`src/rtl/bp_sacc_io_initiator.sv`:
```
// bp_sacc_io_initiator: single-outstanding uncached load/store initiator on the BedRock mem IO link,
// with io_resp timeout and a saturating count of unsolicited responses.
module bp_sacc_io_initiator #(
   parameter int paddr_width_p        = 40,
   parameter int lce_id_width_p       = 4,
   parameter int acache_fill_width_p  = 128,
   parameter int timeout_p            = 1024,
   localparam int mem_header_width_lp = lce_id_width_p + 3 + paddr_width_p + 8
) (
   input  logic                           clk_i,
   input  logic                           reset_n_i,
   input  logic [lce_id_width_p-1:0]      lce_id_i,
   input  logic                           req_v_i,
   output logic                           req_ready_and_o,
   input  logic                           req_w_i,
   input  logic [paddr_width_p-1:0]       req_addr_i,
   input  logic [1:0]                     req_size_i,
   input  logic [63:0]                    req_data_i,
   output logic                           resp_v_o,
   input  logic                           resp_ready_and_i,
   output logic [63:0]                    resp_data_o,
   output logic                           resp_err_o,
   output logic [7:0]                     stray_cnt_o,
   output logic [mem_header_width_lp-1:0] io_cmd_header_o,
   output logic                           io_cmd_header_v_o,
   input  logic                           io_cmd_header_ready_and_i,
   output logic                           io_cmd_has_data_o,
   output logic [acache_fill_width_p-1:0] io_cmd_data_o,
   output logic                           io_cmd_data_v_o,
   input  logic                           io_cmd_data_ready_and_i,
   output logic                           io_cmd_last_o,
   input  logic [mem_header_width_lp-1:0] io_resp_header_i,
   input  logic                           io_resp_header_v_i,
   output logic                           io_resp_header_ready_and_o,
   input  logic [acache_fill_width_p-1:0] io_resp_data_i,
   input  logic                           io_resp_data_v_i,
   output logic                           io_resp_data_ready_and_o,
   input  logic                           io_resp_last_i
);
   typedef enum logic [2:0] {READY, SEND_HDR, SEND_DATA, WAIT_HDR, WAIT_DATA, DONE} state_e;
   localparam int tw_lp = $clog2(timeout_p) + 1;

   state_e                         state_q, state_d;
   logic [mem_header_width_lp-1:0] hdr_q, hdr_d;
   logic [63:0]                    data_q, data_d, resp_data_q, resp_data_d;
   logic                           w_q, w_d, err_q, err_d;
   logic [tw_lp-1:0]               timer_q, timer_d;
   logic [7:0]                     stray_q, stray_d;
   logic                           expired, hdr_acc, data_acc, stray;
   logic                           unused;

   assign unused = ^{io_resp_header_i, io_resp_last_i, io_resp_data_i[acache_fill_width_p-1:64]};

   assign req_ready_and_o            = state_q == READY;
   assign io_cmd_header_v_o          = state_q == SEND_HDR;
   assign io_cmd_data_v_o            = state_q == SEND_DATA;
   assign io_cmd_last_o              = io_cmd_data_v_o;
   assign io_cmd_header_o            = hdr_q;
   assign io_cmd_has_data_o          = w_q;
   assign io_cmd_data_o              = acache_fill_width_p'(data_q);
   assign resp_v_o                   = state_q == DONE;
   assign resp_data_o                = resp_data_q;
   assign resp_err_o                 = err_q;
   assign stray_cnt_o                = stray_q;
   // Idle states keep both response channels open so stray traffic drains instead of wedging the link
   assign io_resp_header_ready_and_o = state_q inside {READY, WAIT_HDR, DONE};
   assign io_resp_data_ready_and_o   = state_q inside {READY, WAIT_DATA, DONE};
   assign hdr_acc                    = io_resp_header_v_i & io_resp_header_ready_and_o;
   assign data_acc                   = io_resp_data_v_i & io_resp_data_ready_and_o;
   assign stray                      = hdr_acc & (state_q inside {READY, DONE});
   assign expired                    = timer_q >= tw_lp'(timeout_p - 1);

   always_comb begin
      state_d     = state_q;
      hdr_d       = hdr_q;
      data_d      = data_q;
      w_d         = w_q;
      err_d       = err_q;
      resp_data_d = resp_data_q;
      timer_d     = (state_q inside {WAIT_HDR, WAIT_DATA}) && !expired ? timer_q + 1'b1 : timer_q;
      stray_d     = stray && stray_q != 8'hff ? stray_q + 1'b1 : stray_q;
      case (state_q)
         READY: if (req_v_i) begin
            state_d = SEND_HDR;
            // msg_type: uc_rd = 4'd2, uc_wr = 4'd3; subop 0
            hdr_d   = {lce_id_i, 1'b0, req_size_i, req_addr_i, 4'd0, 3'b001, req_w_i};
            data_d  = req_data_i;
            w_d     = req_w_i;
            timer_d = '0;
         end
         SEND_HDR:  if (io_cmd_header_ready_and_i) state_d = w_q ? SEND_DATA : WAIT_HDR;
         SEND_DATA: if (io_cmd_data_ready_and_i) state_d = WAIT_HDR;
         WAIT_HDR: if (hdr_acc) begin
            state_d     = w_q ? DONE : WAIT_DATA;
            err_d       = 1'b0;
            resp_data_d = '0;
         end else if (expired) begin
            state_d     = DONE;
            err_d       = 1'b1;
            resp_data_d = '0;
         end
         WAIT_DATA: if (data_acc) begin
            state_d     = DONE;
            err_d       = 1'b0;
            resp_data_d = io_resp_data_i[63:0];
         end else if (expired) begin
            state_d     = DONE;
            err_d       = 1'b1;
            resp_data_d = '0;
         end
         DONE:    if (resp_ready_and_i) state_d = READY;
         default: state_d = READY;
      endcase
   end

   always_ff @(posedge clk_i or negedge reset_n_i) begin
      if (!reset_n_i) begin
         state_q     <= READY;
         hdr_q       <= '0;
         data_q      <= '0;
         w_q         <= 1'b0;
         err_q       <= 1'b0;
         resp_data_q <= '0;
         timer_q     <= '0;
         stray_q     <= '0;
      end else begin
         state_q     <= state_d;
         hdr_q       <= hdr_d;
         data_q      <= data_d;
         w_q         <= w_d;
         err_q       <= err_d;
         resp_data_q <= resp_data_d;
         timer_q     <= timer_d;
         stray_q     <= stray_d;
      end
   end
endmodule

```
`config.mk`:
```
export PLATFORM = sky130hd
export DESIGN_NAME = bp_sacc_io_initiator
export DESIGN_NICKNAME = d
export VERILOG_FILES = /design/src/rtl/bp_sacc_io_initiator.sv
export SDC_FILE = /design/constraint.sdc
export NUM_CORES = 1
export LEC_CHECK = 0
export ABC_AREA = 0
export CAP_MARGIN = 30
export CORE_AREA = 2 2 218 220
export CTS_CLUSTER_DIAMETER = 200
export DETAILED_ROUTE_END_ITERATION = 7
export DIE_AREA = 0 0 220 222
export PLACE_DENSITY = 0.55
export SETUP_SLACK_MARGIN = 0.5
export SKIP_CTS_REPAIR_TIMING = 1
export SLEW_MARGIN = 40
export SYNTH_ARGS = -nofsm -noshare
export SYNTH_HDL_FRONTEND = slang
export SYNTH_SLANG_ARGS = --single-unit
```
`constraint.sdc`:
```
create_clock -name clk_i -period 3 [get_ports clk_i]
set_input_delay 0.6 -clock clk_i [delete_from_list [all_inputs] [get_ports clk_i]]
set_output_delay 0.6 -clock clk_i [all_outputs]
set_load 0.02 [all_outputs]
```
=== Word level (Yosys, flattened, before mapping) ===
Cells that the tools add are included.

* Add/subtract/negate cells: 2
* $lt $le $gt $ge: 1
* Equality and inequality tests: 10
* Multiplexer cells: 21
* Bitwise operators: 3
* Reductions and logical operators: 10

{| class="wikitable"
|+ Operators by type and width
! operator !! number
|-
| $mux 64 || 3
|-
| $pmux 64 s2 || 1
|-
| $mux 11 || 3
|-
| $mux 3 || 7
|-
| $pmux 3 s6 || 1
|-
| $add 11x1->11 const B || 1
|-
| $ge 11x10->1 const B || 1
|-
| $add 8x1->8 const B || 1
|-
| $ne 8x8->1 const B || 1
|-
| $eq 3x2->1 const B || 2
|-
| $eq 3x3->1 const B || 2
|-
| $ne 2x1->1 const B || 3
|-
| $reduce_bool 3->1 || 2
|-
| $mux 1 || 5
|-
| $reduce_and 4->1 || 1
|-
| $reduce_bool 2->1 || 2
|-
| $and 1x1->1 || 3
|-
| $eq 3x1->1 const B || 1
|-
| $logic_not 3->1 || 1
|-
| $logic_and 1x1->1 || 2
|-
| $ne 2x2->1 const B || 1
|-
| $pmux 1 s2 || 1
|-
| $reduce_and 2->1 || 1
|-
| $logic_not 1->1 || 1
|}

* Bits in registers: 200
* Input bits: 303
* Output and inout bits: 264
* Logic and storage cells: 55

=== Depth between registers and ports, before layout ===
* Word-level depth: 6
* Depth in mapped cells: 8
* Mapped depth without buffers: 5

=== Worst setup path before layout ===
No wires, ideal clock.

* Path type: reg2out
* Start point: reg state_q[0]
* End point: out io_cmd_last_o
* Arrival time: 1.511 ns
* Data required time: 2.400 ns
* Slack: 0.889 ns
* Cell stages (with the launch flop): 4
* Path buffers: 2
* Cell sequence: dfrtp_1 clkbuf_1 nor3b_1 buf_4

* Cells in the longest elaborated chain, start to end: 1

{| class="wikitable"
|+ Ends and longest elaborated chain
! element !! line !! RTL
|-
| from (decl) || 43 || <nowiki>state_e state_q, state_d;</nowiki>
|-
| from (signal assigned) || 127 || <nowiki>state_q <= state_d;</nowiki>
|-
| $eq 3x2->1 || 56 || <nowiki>assign io_cmd_data_v_o = state_q == SEND_DATA;</nowiki>
|-
| to (decl) || 31 || <nowiki>output logic io_cmd_last_o,</nowiki>
|}

Every way passes these cells.

=== Worst setup path in the final report ===
* Start point: reg state_q[0]
* End point: out req_ready_and_o

* Cells in the longest elaborated chain, start to end: 1

{| class="wikitable"
|+ Ends and longest elaborated chain
! element !! line !! RTL
|-
| $logic_not 3->1 || 54 || <nowiki>assign req_ready_and_o = state_q == READY;</nowiki>
|-
| to (decl) || 14 || <nowiki>output logic req_ready_and_o,</nowiki>
|}

Every way passes these cells.

==> Flow_metrics.wiki <==
{| class="wikitable"
! Metric !! Value
|-
| Register clock-pin slew on the reported worst setup and hold paths || 80 ps
|-
| Grt ovf || 0
|-
| Standard cell core area || around 46000 µm²
|-
| Skew-Pair Late Insertion Delay || 490 ps
|-
| Number of core rows || a little under 80
|-
| Global-route usage over all layers || 0.108
|-
| Final setup violation count || 0
|-
| Post-DRT Antenna Nets || 0
|-
| Per-cell via count in the routed design || ~3.8
|-
| DRC violation total after the first TritonRoute iteration || between 300 and 400
|-
| Post-route setup TNS || 0 ps
|-
| Worst Max-Slew Pin Slew || roughly 580 ps
|-
| Number of buffers created by CTS || 17
|-
| Slowest stage cell on the critical path || sky130_fd_sc_hd__clkdlybuf4s50_1
|-
| Vert. Die Dim || 222 µm
|-
| Pin count of the biggest net entering global routing || 61
|-
| Count of flip-flops with a built-in enable after synthesis || 0
|-
| Gpl congestion || 0.734
|-
| FF+latch count, synth || 199
|-
| Crit path capture type || output pin
|-
| Startpoint type of the worst setup path || flip-flop
|-
| Most instantiated flip-flop cell in the synthesis netlist || sky130_fd_sc_hd__dfrtp_1
|-
| CTS H-tree lvls || 4
|-
| Longest Clk Path Bufs || 2
|-
| Cell Pwr Density || ~1000 nW/µm²
|-
| Summed instance area of the synthesized netlist || roughly 8300 µm²
|-
| Placed standard-cell area || ~13000 µm²
|-
| Largest stage delay, worst path || approximately 700 ps
|-
| I/O pin total || 567
|-
| Static leakage || 6.18 nW
|-
| Clock tree from TritonCTS || done
|-
| Width of the die || approximately 220 µm
|-
| Final hold viol count || 0
|-
| Proportion of netlist area held by the largest area contributor || 0.597
|-
| Layout cell share with drive strength beyond 1 || 0.0593
|-
| Synth async-reset ratio || 1.00
|-
| Antenna diode count || 0
|-
| Crit path setup slack, layout || roughly 360 ps
|-
| Antenna violations before repair || 2
|-
| Leading post-synthesis cells by cell area || sky130_fd_sc_hd__dfrtp_1, sky130_fd_sc_hd__nand2_1, sky130_fd_sc_hd__a22o_1
|-
| Final Instance Area || roughly 13000 µm²
|-
| Synth-to-layout area growth || 59.0%
|-
| Overall die area || about 49000 µm²
|-
| Via count || 6923
|-
| Biggest area consumer among synthesized cells || sky130_fd_sc_hd__dfrtp_1
|-
| R2R setup slack || about 740 ps
|-
| Average wire per standard cell || roughly 14 µm
|-
| Post-Route Skew || about 19 ps
|-
| Highest-count cells in the layout ignoring fill and taps || sky130_fd_sc_hd__clkdlybuf4s50_1, sky130_fd_sc_hd__nand2_1, sky130_fd_sc_hd__dfrtp_1
|-
| Max-cap violations || 0
|-
| Post-route fraction of the period consumed by the critical path || 0.879
|-
| Sequential fraction of the synthesis area || 0.597
|-
| Synthesis warning total || 0
|-
| Initial core utilization || 0.180
|-
| Detailed-route wire length || 26200 µm
|-
| Final HPWL from detailed placement || between 15000 and 20000 µm
|-
| Hold crit path type || input pin to asynchronous set/reset pin
|-
| Master cell of the clock root buffer || sky130_fd_sc_hd__clkbuf_16
|-
| Outcome || completed
|-
| Vias in the first global route || about 6900
|-
| Highest net fanout along the worst path || 14
|-
| Most common library cell in the layout ignoring fill and taps || sky130_fd_sc_hd__clkdlybuf4s50_1
|-
| Post-Syn Area per Cell || approximately 10 µm²
|-
| Quantity of I/O buffers inserted on ports || about 380
|-
| Pre-CTS worst setup slack || around 640 ps
|-
| Required time of the worst setup path || 2400 ps
|-
| Mapped Cells || between 800 and 900
|-
| First-pass GRT wire length || 39600 µm
|-
| Net count, final || 1506
|-
| Critical path start-end classification || flip-flop to output pin
|-
| Cells traversed along the worst timing path || nor3_2, clkdlybuf4s50_1
|-
| Clock Sinks || ~200
|-
| Final critical delay including setup and external delays || 2640 ps
|-
| Synth unique cells || 50
|-
| Max-slew headroom || 0.605
|-
| Smallest hold slack || 98.2 ps
|-
| Maximum vdd drop || between 0.4 and 0.5 mV
|-
| Data arrival, critical path || roughly 2000 ps
|-
| Final routed DRC violation total || 0
|-
| Final slew viol count || 0
|-
| Setup repair after global routing missed its margin || yes
|-
| Number of detailed-route iterations in the first pass || 4
|-
| Final Total Pwr || approximately 0.013 W
|-
| Maximum operating frequency || 0.379 GHz
|}
-- sequential cells by signal, summed over array words and instances, names as in the netlist --
| register | flops |
|---|---|
| data_q | 64 |
| resp_data_o | 64 |
| io_cmd_header_o | 48 |
| timer_q | 11 |
| stray_cnt_o | 8 |
| state_q | 3 |
| resp_err_o | 1 |
-- cells in the mapped netlist, types with 2 or more instances --
master and count:
sky130_fd_sc_hd__nand2_1 343, sky130_fd_sc_hd__dfrtp_1 199, sky130_fd_sc_hd__buf_4 73, sky130_fd_sc_hd__a22o_1 64, sky130_fd_sc_hd__clkbuf_1 29, sky130_fd_sc_hd__nand3_1 10
sky130_fd_sc_hd__nor2_1 10, sky130_fd_sc_hd__buf_6 9, sky130_fd_sc_hd__a21oi_1 8, sky130_fd_sc_hd__xnor2_1 8, sky130_fd_sc_hd__inv_1 7, sky130_fd_sc_hd__mux2i_1 5
sky130_fd_sc_hd__buf_2 4, sky130_fd_sc_hd__nor3_1 4, sky130_fd_sc_hd__o211ai_1 4, sky130_fd_sc_hd__o21ai_0 4, sky130_fd_sc_hd__and3_1 3, sky130_fd_sc_hd__nand4_1 3
sky130_fd_sc_hd__nor4_1 3, sky130_fd_sc_hd__and2_1 2, sky130_fd_sc_hd__and3b_1 2, sky130_fd_sc_hd__buf_1 2, sky130_fd_sc_hd__ha_1 2, sky130_fd_sc_hd__nand2b_1 2
sky130_fd_sc_hd__nand3b_1 2, sky130_fd_sc_hd__nor2b_1 2, sky130_fd_sc_hd__nor3b_1 2, sky130_fd_sc_hd__o31ai_1 2, sky130_fd_sc_hd__or4_1 2
-- critical path: cells and delay by family, from the launching register on --
kind	cells	cell delay [ps]
buffers and inverters	1	700
DFF	1	510
and+or+nand+nor	1	330
-- logic make-up after synthesis --
kind of cell	synth area share
xor+xnor	0.00840
mux	0.00735
flops	0.597
simple gates	0.195
compound gates	0.0915
fa+ha+maj	0.00300
other cells	0.000450
buf+inv	0.0974
-- metrics by stage --
step | utilization | instances
final | 0.287 | 1821
after detailed placement | 0.273 | 1789
after CTS | 0.286 | 1821
after floorplan | - | 901
after global placement | 0.273 | 1789
after global routing | 0.287 | 1821
-- layer usage --
metal  track usage  up-vias  wire (µm)
met3        0.0546       25       2970
met5             0        -         23
met1         0.123     3264      10700
met4        0.0435        4        437
li1              -     3313          -
met2         0.170      317      12000
-- path summary, 6_finish.rpt --
check | startpoint | to | cells past startpoint
setup / recovery | state_q[0] | req_ready_and_o | 2
hold / removal | reset_n_i | resp_data_o[33] | 1
setup reg to reg | state_q[2] | resp_data_o[36] | 5
hold reg to reg | data_q[15] | data_q[15] | 2
max in group asynchronous | reset_n_i | data_q[46] | 2
min in group clk_i | data_q[15] | data_q[15] | 2
-- power breakdown --
part / internal (W) / switching [W] / total, W
sequential: 0.00382 / 0.000752 / 0.00457
clock: 0.00125 / 0.00115 / 0.00240
combinational: 0.00297 / 0.00324 / 0.00621
total: 0.00804 / 0.00515 / 0.0132
-- layout make-up --
type / instances / area, µm²
inverter: 7 / 26.3
fill: 4850 / 33000
timing repair buffer: 398 / 4050
sequential: 199 / 4980
clock inverter: 15 / 168
multi-input combinational: 578 / 2850
clock buffer: 17 / 425
tap: 607 / 759
(Power assumes the default switching activity.)
